===== config.mk =====
export PLATFORM = sky130hd
export DESIGN_NAME = tick_timer
export DESIGN_NICKNAME = d
export VERILOG_FILES = /design/src/rtl/tick_timer.sv
export SDC_FILE = /design/constraint.sdc
export NUM_CORES = 1
export LEC_CHECK = 0
export CORE_MARGIN = 8
export CORE_UTILIZATION = 35
export CTS_CLUSTER_SIZE = 8
export DETAILED_ROUTE_END_ITERATION = 10
export PLACE_DENSITY_LB_ADDON = 0.1
export SYNTH_ARGS = -nofsm -noshare
export SYNTH_HDL_FRONTEND = slang
export SYNTH_SLANG_ARGS = --single-unit
export TNS_END_PERCENT = 50

===== constraint.sdc =====
create_clock -name clk -period 4.18 [get_ports clk]
set_input_delay 0.418 -clock clk [delete_from_list [all_inputs] [get_ports clk]]
set_output_delay 0.418 -clock clk [all_outputs]
set_load 0.05 [all_outputs]

===== src/rtl/tick_timer.sv =====
// Programmable periodic/one-shot tick generator with start/stop control and a global count enable.
// Define TICK_TIMER_PRESCALE_EN to insert a PRESCALE-cycle prescaler in front of the count.
module tick_timer #(
    parameter int WIDTH    = 32,
    parameter int PRESCALE = 1
) (
    input  logic             clk,
    input  logic             rst,
    input  logic             en,
    input  logic             start,
    input  logic             stop,
    input  logic             oneshot,
    input  logic [WIDTH-1:0] period,
    output logic             tick,
    output logic             busy,
    output logic             done,
    output logic [WIDTH-1:0] count
);

    typedef enum logic [1:0] {S_IDLE, S_RUN, S_DONE} state_t;

    state_t           state_q, state_d;
    logic [WIDTH-1:0] count_q, count_d;
    logic [WIDTH-1:0] period_q, period_d;
    logic             mode_q, mode_d;
    logic             tick_q, tick_d;
    logic             step;

    if (PRESCALE < 1 || PRESCALE > 65535) begin : g_bad_prescale
        $error("tick_timer: PRESCALE must be in 1..65535");
    end

`ifdef TICK_TIMER_PRESCALE_EN
    localparam int PW = $clog2(PRESCALE + 1);
    localparam logic [PW-1:0] PSC_LAST = PW'(PRESCALE - 1);

    logic [PW-1:0] psc_q, psc_d;

    always_comb begin
        psc_d = psc_q;
        if (stop || start) begin
            psc_d = '0;
        end else if (state_q == S_RUN && en) begin
            psc_d = (psc_q == PSC_LAST) ? '0 : psc_q + PW'(1);
        end
    end

    always_ff @(posedge clk or posedge rst) begin
        if (rst) psc_q <= '0;
        else     psc_q <= psc_d;
    end

    assign step = (psc_q == PSC_LAST);
`else
    assign step = 1'b1;
`endif

    // stop outranks start; a restart discards any wrap due on the same edge
    always_comb begin
        state_d  = state_q;
        count_d  = count_q;
        period_d = period_q;
        mode_d   = mode_q;
        tick_d   = 1'b0;
        if (stop) begin
            state_d = S_IDLE;
            count_d = '0;
        end else if (start) begin
            state_d  = S_RUN;
            count_d  = '0;
            period_d = (period == '0) ? WIDTH'(1) : period;
            mode_d   = oneshot;
        end else if (state_q == S_RUN && en && step) begin
            if (count_q == period_q - WIDTH'(1)) begin
                count_d = '0;
                tick_d  = 1'b1;
                if (mode_q) state_d = S_DONE;
            end else begin
                count_d = count_q + WIDTH'(1);
            end
        end
    end

    always_ff @(posedge clk or posedge rst) begin
        if (rst) begin
            state_q  <= S_IDLE;
            count_q  <= '0;
            period_q <= '0;
            mode_q   <= 1'b0;
            tick_q   <= 1'b0;
        end else begin
            state_q  <= state_d;
            count_q  <= count_d;
            period_q <= period_d;
            mode_q   <= mode_d;
            tick_q   <= tick_d;
        end
    end

    assign tick  = tick_q;
    assign count = count_q;
    assign busy  = (state_q == S_RUN);
    assign done  = (state_q == S_DONE);

endmodule


==> impl_metrics.yaml, run 1 <==
outcome:
  status: "finished clean"
floorplan:
  fp.dieW_um: 126
  start_util_pct: 35.6
  rows: 40
  fp.coreArea_um2: 11900
  die_h_um: 126
  io_pins: 73
  dieArea_um2: 15900
min_path:
  hp-class: "flop to flop"
placed_design:
  dp_hpwl_um: 9110
  placed_area_um2: 5120
  gp_congestion: 0.813
  dpl.cell_count: 643
  dp_slack_ps: 278
  place.port_buffers: 72
route:
  viasPerCell: 5.52
  ant_nets: 0
  dr.pass1.iters: 4
  vias: 3636
  drt-total-wl_um: 12100
  drt_iter0_drc: 267
  drc: 0
  wl_per_cell_um: 18.4
cts:
  post_cts_buffers: 0
  clkTransAtPathRegs_ps: 50
  cts_sinks: 68
  cts_tree: "built"
  clockBufferDepth: 2
  worstSkewPairLatency_ps: 340
  root_buffer: "clkbuf_16"
  numCtsBuffers: 9
  cts-resized-gates: 0
  cts_hold_buf: 0
  htreeDepth: 3
global_routing:
  grt_use_total_pct: 15.8
  grt_pass1_vias: 3758
  antenna_found_initial: 0
  grt_max_degree: 47
  grt_remaining_overflow: 0
  grt_pass1_wl_um: 19900
setup_path:
  slowest_delay_ps: 630
  crit_slowest_cell: "nor4_4"
  cp_max_fo: 13
  arrival_ps: 4040
  cp_cell_sequence: "inv_1 > ha_1 > or3b_2 > nor4_2 > mux2i_1 > a211oi_1 > a211oi_1 > nand4_1 > nor4_4 > buf_4 > nor3_1"
  critPathKind: "flop to flop"
  crit_path_frequent_cell: "a211oi_1"
  crit_path_start_kind: "flop"
  cp-end-kind: "flop"
  critPathRequiredTime_ps: 4370
timing:
  timing.final.ws_setup_ps: 332
  rsz0062_at_grt: "no"
  worst_pin_slew_ps: 991
  slew-limit-headroom_pct: 33.9
  hold_violations: 0
  fin_tns_setup_ps: 0
  skew_ps: 7.44
  slew_violations: 0
  setup_viol_count_final: 0
  fin_crit_sh_pct: 92.1
  max_clock_freq_mhz: 260
  fin_crit_ps: 3850
final_layout:
  regArea_um2: 1700
  multiInputGateArea_um2: 2420
  layout.nets: 547
  drive_gt1_share_pct: 13.1
  area.growth.synth_to_final_pct: 26.9
  final_cells: 659
  fillers: 1191
  finalInstanceArea_um2: 5380
  antenna_cells: 0
synth:
  synth_fp_nets: 478
  yosysWarnings: 0
  syn-instance-count: 438
  synthTopCellsByArea: "dfrtp_1, xor2_1, mux2_2"
  avgSynthCellArea_um2: 9.68
  synth_edf_count: 0
  ys_seq_area_share_pct: 40.1
  ys_types: 58
  synth_seq_cells: 68
  ys_async_sr_fraction_pct: 100
  netlist_area_um2: 4240
  netlist.top_cell.by_area: "dfrtp_1"
  yosys.area.top_type_share_pct: 40.1
  synth_ff_type: "dfrtp_1"
pwr:
  leakage_uw: 0.00201
  powerDensity_nw_per_um2: 330
  power_uw: 1770
  ir_drop_uv: 225
flow_run:
  drv_cap: 0
==> cells by family after synthesis <==
kind of cell / synth area share [%]
flip-flops: 40.1
multiplexers: 8.71
AND/OR/NAND/NOR: 25.8
XOR/XNOR: 14.0
AO/OA/AOI/OAI: 7.59
buffers and inverters: 3.13
adder cells (fa/ha/maj): 0.590
==> metal layers <==
metal / vias up / GRT usage [%] / wire length, um
li1: 1763 / - / -
met4: 0 / 5.59 / 201
met1: 1771 / 19.4 / 5370
met3: 11 / 5.19 / 765
met2: 91 / 25.5 / 5760
met5: - / 0 / 0
==> synth_stat cells, drive strengths merged, types with 4 or more instances <==
master and n:
dfrtp 68, nor3 45, xor2 40, mux2 31, xnor2 28, nand2 23
nor4 19, nor2 18, nand3 17, nand4 17, clkbuf 14, o21ai 12
and3 11, inv 11, a21oi 9, buf 7, nor2b 6, nor3b 6
nor4b 5, or3 5, or4 5, a211oi 4
==> flip-flops by register name, summed over array words and instances, names as in the netlist <==
name / flops
period_q: 32
count: 32
mode_q: 1
state_q: 2
tick: 1
==> area by class of cell <==
class | instances | area share (%)
multi-input combinational | 338 | 44.9
clock buffer | 14 | 4.72
timing repair buffer | 79 | 14.4
clock inverter | 2 | 0.186
tap | 147 | 3.42
sequential | 68 | 31.6
inverter | 11 | 0.767
==> worst max-delay path: cells and delay by family, from the launching register on <==
| kind | cells | cell delay [ps] |
|---|---|---|
| adder cells (fa/ha/maj) | 1 | 220 |
| multiplexers | 1 | 250 |
| AO/OA/AOI/OAI | 2 | 360 |
| buffers and inverters | 2 | 410 |
| AND/OR/NAND/NOR | 5 | 2020 |
| flip-flops | 1 | 420 |
==> power by group <==
part	internal (uW)	leakage [uW]	total (uW)	switching, uW
Sequential	707	0.000877	787	80.5
Combinational	151	0.000999	295	144
Clock	416	0.000131	691	275
Total	1270	0.00201	1770	499
==> cells in the final DEF, fill, tap and decap left out, types with 9 or more instances in the layout <==
master           Yosys  layout
nor2_1              18      17
dfrtp_1             68      68
nand2_1             23      23
o21ai_0             11      11
clkbuf_16            0       9
nor4_1              16      16
inv_1               11      10
xnor2_1             28      28
mux2_2              31      31
xor2_1              40      40
clkdlybuf4s50_1      0      72
and3_1              11      11
nand4_1             17      17
nor3_1              45      45
nand3_1             17      17
a21oi_1              9       9
==> path summary, 6_finish.rpt <==
kind / from / endpoint / slack [ps] / cells after the start
worst min register to register: mode_q / state_q[0] / 490 / 1
worst max register to register: period_q[0] / count[16] / 330 / 11
worst min-delay path: mode_q / state_q[0] / 490 / 1
worst max-delay path: period_q[0] / count[16] / 330 / 11
max in group asynchronous: rst / period_q[2] / 2680 / 3
min in group asynchronous: rst / count[19] / 610 / 2
==> per-stage QoR <==
step	hold WS [ps]	utilization [%]
2_1_floorplan	447	-
4_1_cts	490	45.2
5_1_grt	522	45.2
3_5_place_dp	484	43.0
3_3_place_gp	481	43.0
6_report	486	45.2
No activity file was read; power rests on OpenSTA's default activity.
==> run 2, diff against run 1 <==
--- a/config.mk
+++ b/config.mk
@@ -7,9 +7,9 @@
 export LEC_CHECK = 0
 export CORE_MARGIN = 8
 export CORE_UTILIZATION = 35
+export CTS_CLUSTER_DIAMETER = 60
 export CTS_CLUSTER_SIZE = 8
 export DETAILED_ROUTE_END_ITERATION = 10
-export PLACE_DENSITY_LB_ADDON = 0.1
 export SYNTH_ARGS = -nofsm -noshare
 export SYNTH_HDL_FRONTEND = slang
 export SYNTH_SLANG_ARGS = --single-unit
==> impl_metrics.yaml, run 2 (same netlist as run 1, synthesis figures left out) <==
final_layout:
  antenna_cells: 0
  layout.nets: 546
  area.growth.synth_to_final_pct: 26.7
  final_cell_mix: "clkdlybuf4s50_1, dfrtp_1, nor3_1"
  drive_gt1_share_pct: 13.1
  final_common_cell: "clkdlybuf4s50_1"
cts:
  cts_tree: "built"
  htreeDepth: 3
  cts_sinks: 68
  clkTransAtPathRegs_ps: 60
  root_buffer: "clkbuf_16"
  numCtsBuffers: 9
  post_cts_buffers: 0
  clockBufferDepth: 2
  worstSkewPairLatency_ps: 340
  cts_hold_buf: 0
  cts-resized-gates: 0
global_routing:
  grt_pass1_wl_um: 19700
  grt_max_degree: 51
  grt_pass1_vias: 3799
  grt_remaining_overflow: 0
  antenna_found_initial: 0
  grt_use_total_pct: 15.4
pwr:
  powerDensity_nw_per_um2: 329
  leakage_uw: 0.00200
  ir_drop_uv: 216
setup_path:
  critPathRequiredTime_ps: 4370
  critPathKind: "flop to flop"
  crit_path_start_kind: "flop"
  arrival_ps: 3720
  ff2ff_path_depth: 11
  cp_max_fo: 31
  cp-end-kind: "flop"
route:
  wl_per_cell_um: 18.1
  vias: 3670
  drt-total-wl_um: 11900
  drc: 0
  viasPerCell: 5.58
  drt_iter0_drc: 226
  ant_nets: 0
  dr.pass1.iters: 4
timing:
  worst_pin_slew_ps: 1060
  slew-limit-headroom_pct: 29.3
  fin_tns_setup_ps: 0
  rsz0062_at_grt: "no"
  hold_slack_ps: 503
  slew_violations: 0
  fin_crit_ps: 3530
  fin_crit_sh_pct: 84.5
  hold_violations: 0
  setup_viol_count_final: 0
  max_clock_freq_mhz: 283
  skew_ps: 8.84
min_path:
  hp-class: "flop to flop"
  min_delay_path_depth: 1
floorplan:
  fp.coreArea_um2: 11900
  fp.dieW_um: 126
  rows: 40
  dieArea_um2: 15900
  start_util_pct: 35.6
  die_h_um: 126
  io_pins: 73
placed_design:
  place.port_buffers: 72
  dp_hpwl_um: 8970
  gp_congestion: 0.862
flow_run:
  drv_cap: 0
outcome:
  status: "finished clean"
-- run 2: cell count changes in the layout (fill, tap and decap cells not counted) --
cell	previous run	this run
clkbuf_8	1	0
clkbuf_1	4	3
buf_4	7	6
clkinvlp_4	0	1
clkinv_4	0	1
-- run 2: routing by layer --
layer / track usage, % / vias up / share of wire (%) / routed length, um
met2: 25.3 / 99 / 47 / 5630
met3: 4.30 / 13 / 5.9 / 702
met5: 0 / - / 0 / 0
li1: - / 1741 / - / -
met1: 19.1 / 1817 / 45 / 5410
met4: 5.17 / 0 / 1.5 / 184
-- run 2: path summary, 6_finish.rpt --
check / slack (ps) / startpoint / to
worst max-delay path: 650 / period_q[0] / count[15]
worst min-delay path: 500 / mode_q / state_q[0]
worst max register to register: 650 / period_q[0] / count[15]
worst min register to register: 500 / mode_q / state_q[0]
max in group asynchronous: 2650 / rst / period_q[9]
min in group asynchronous: 650 / rst / period_q[17]
-- run 2: final cells by class --
class / instances / area (um^2)
well taps: 147 / 184
fillers: 1184 / 6540
multi-input cells: 338 / 2420
inverters: 11 / 41.3
clock inverters: 4 / 26.3
flip-flops and latches: 68 / 1700
repair buffers: 78 / 766
clock buffers: 12 / 236
-- run 2: power breakdown --
group	switching (uW)	internal, uW
Clock	283	400
Combinational	144	152
Sequential	82.2	706
-- run 2: worst max-delay path, cell delays in order (launching register included) --
cell and delay [ps]:
dfrtp_1 420, inv_1 90, ha_1 220, or3b_2 530
nor4_2 580, mux2i_1 250, a211oi_1 90, a211oi_1 250
nand4_1 190, nor4_4 270, buf_4 360, nor3_1 100
-- run 2: metrics by stage --
step,total power [uW],worst slack [ps],util [%],area [um^2],cells
after global placement,1080,805,42.9,5110,642
after detailed placement,1090,659,42.9,5110,642
after floorplan,987,947,-,4240,438
after global routing,1850,359,45.1,5370,658
final,1770,649,45.1,5370,658
after CTS,1780,611,45.1,5370,658
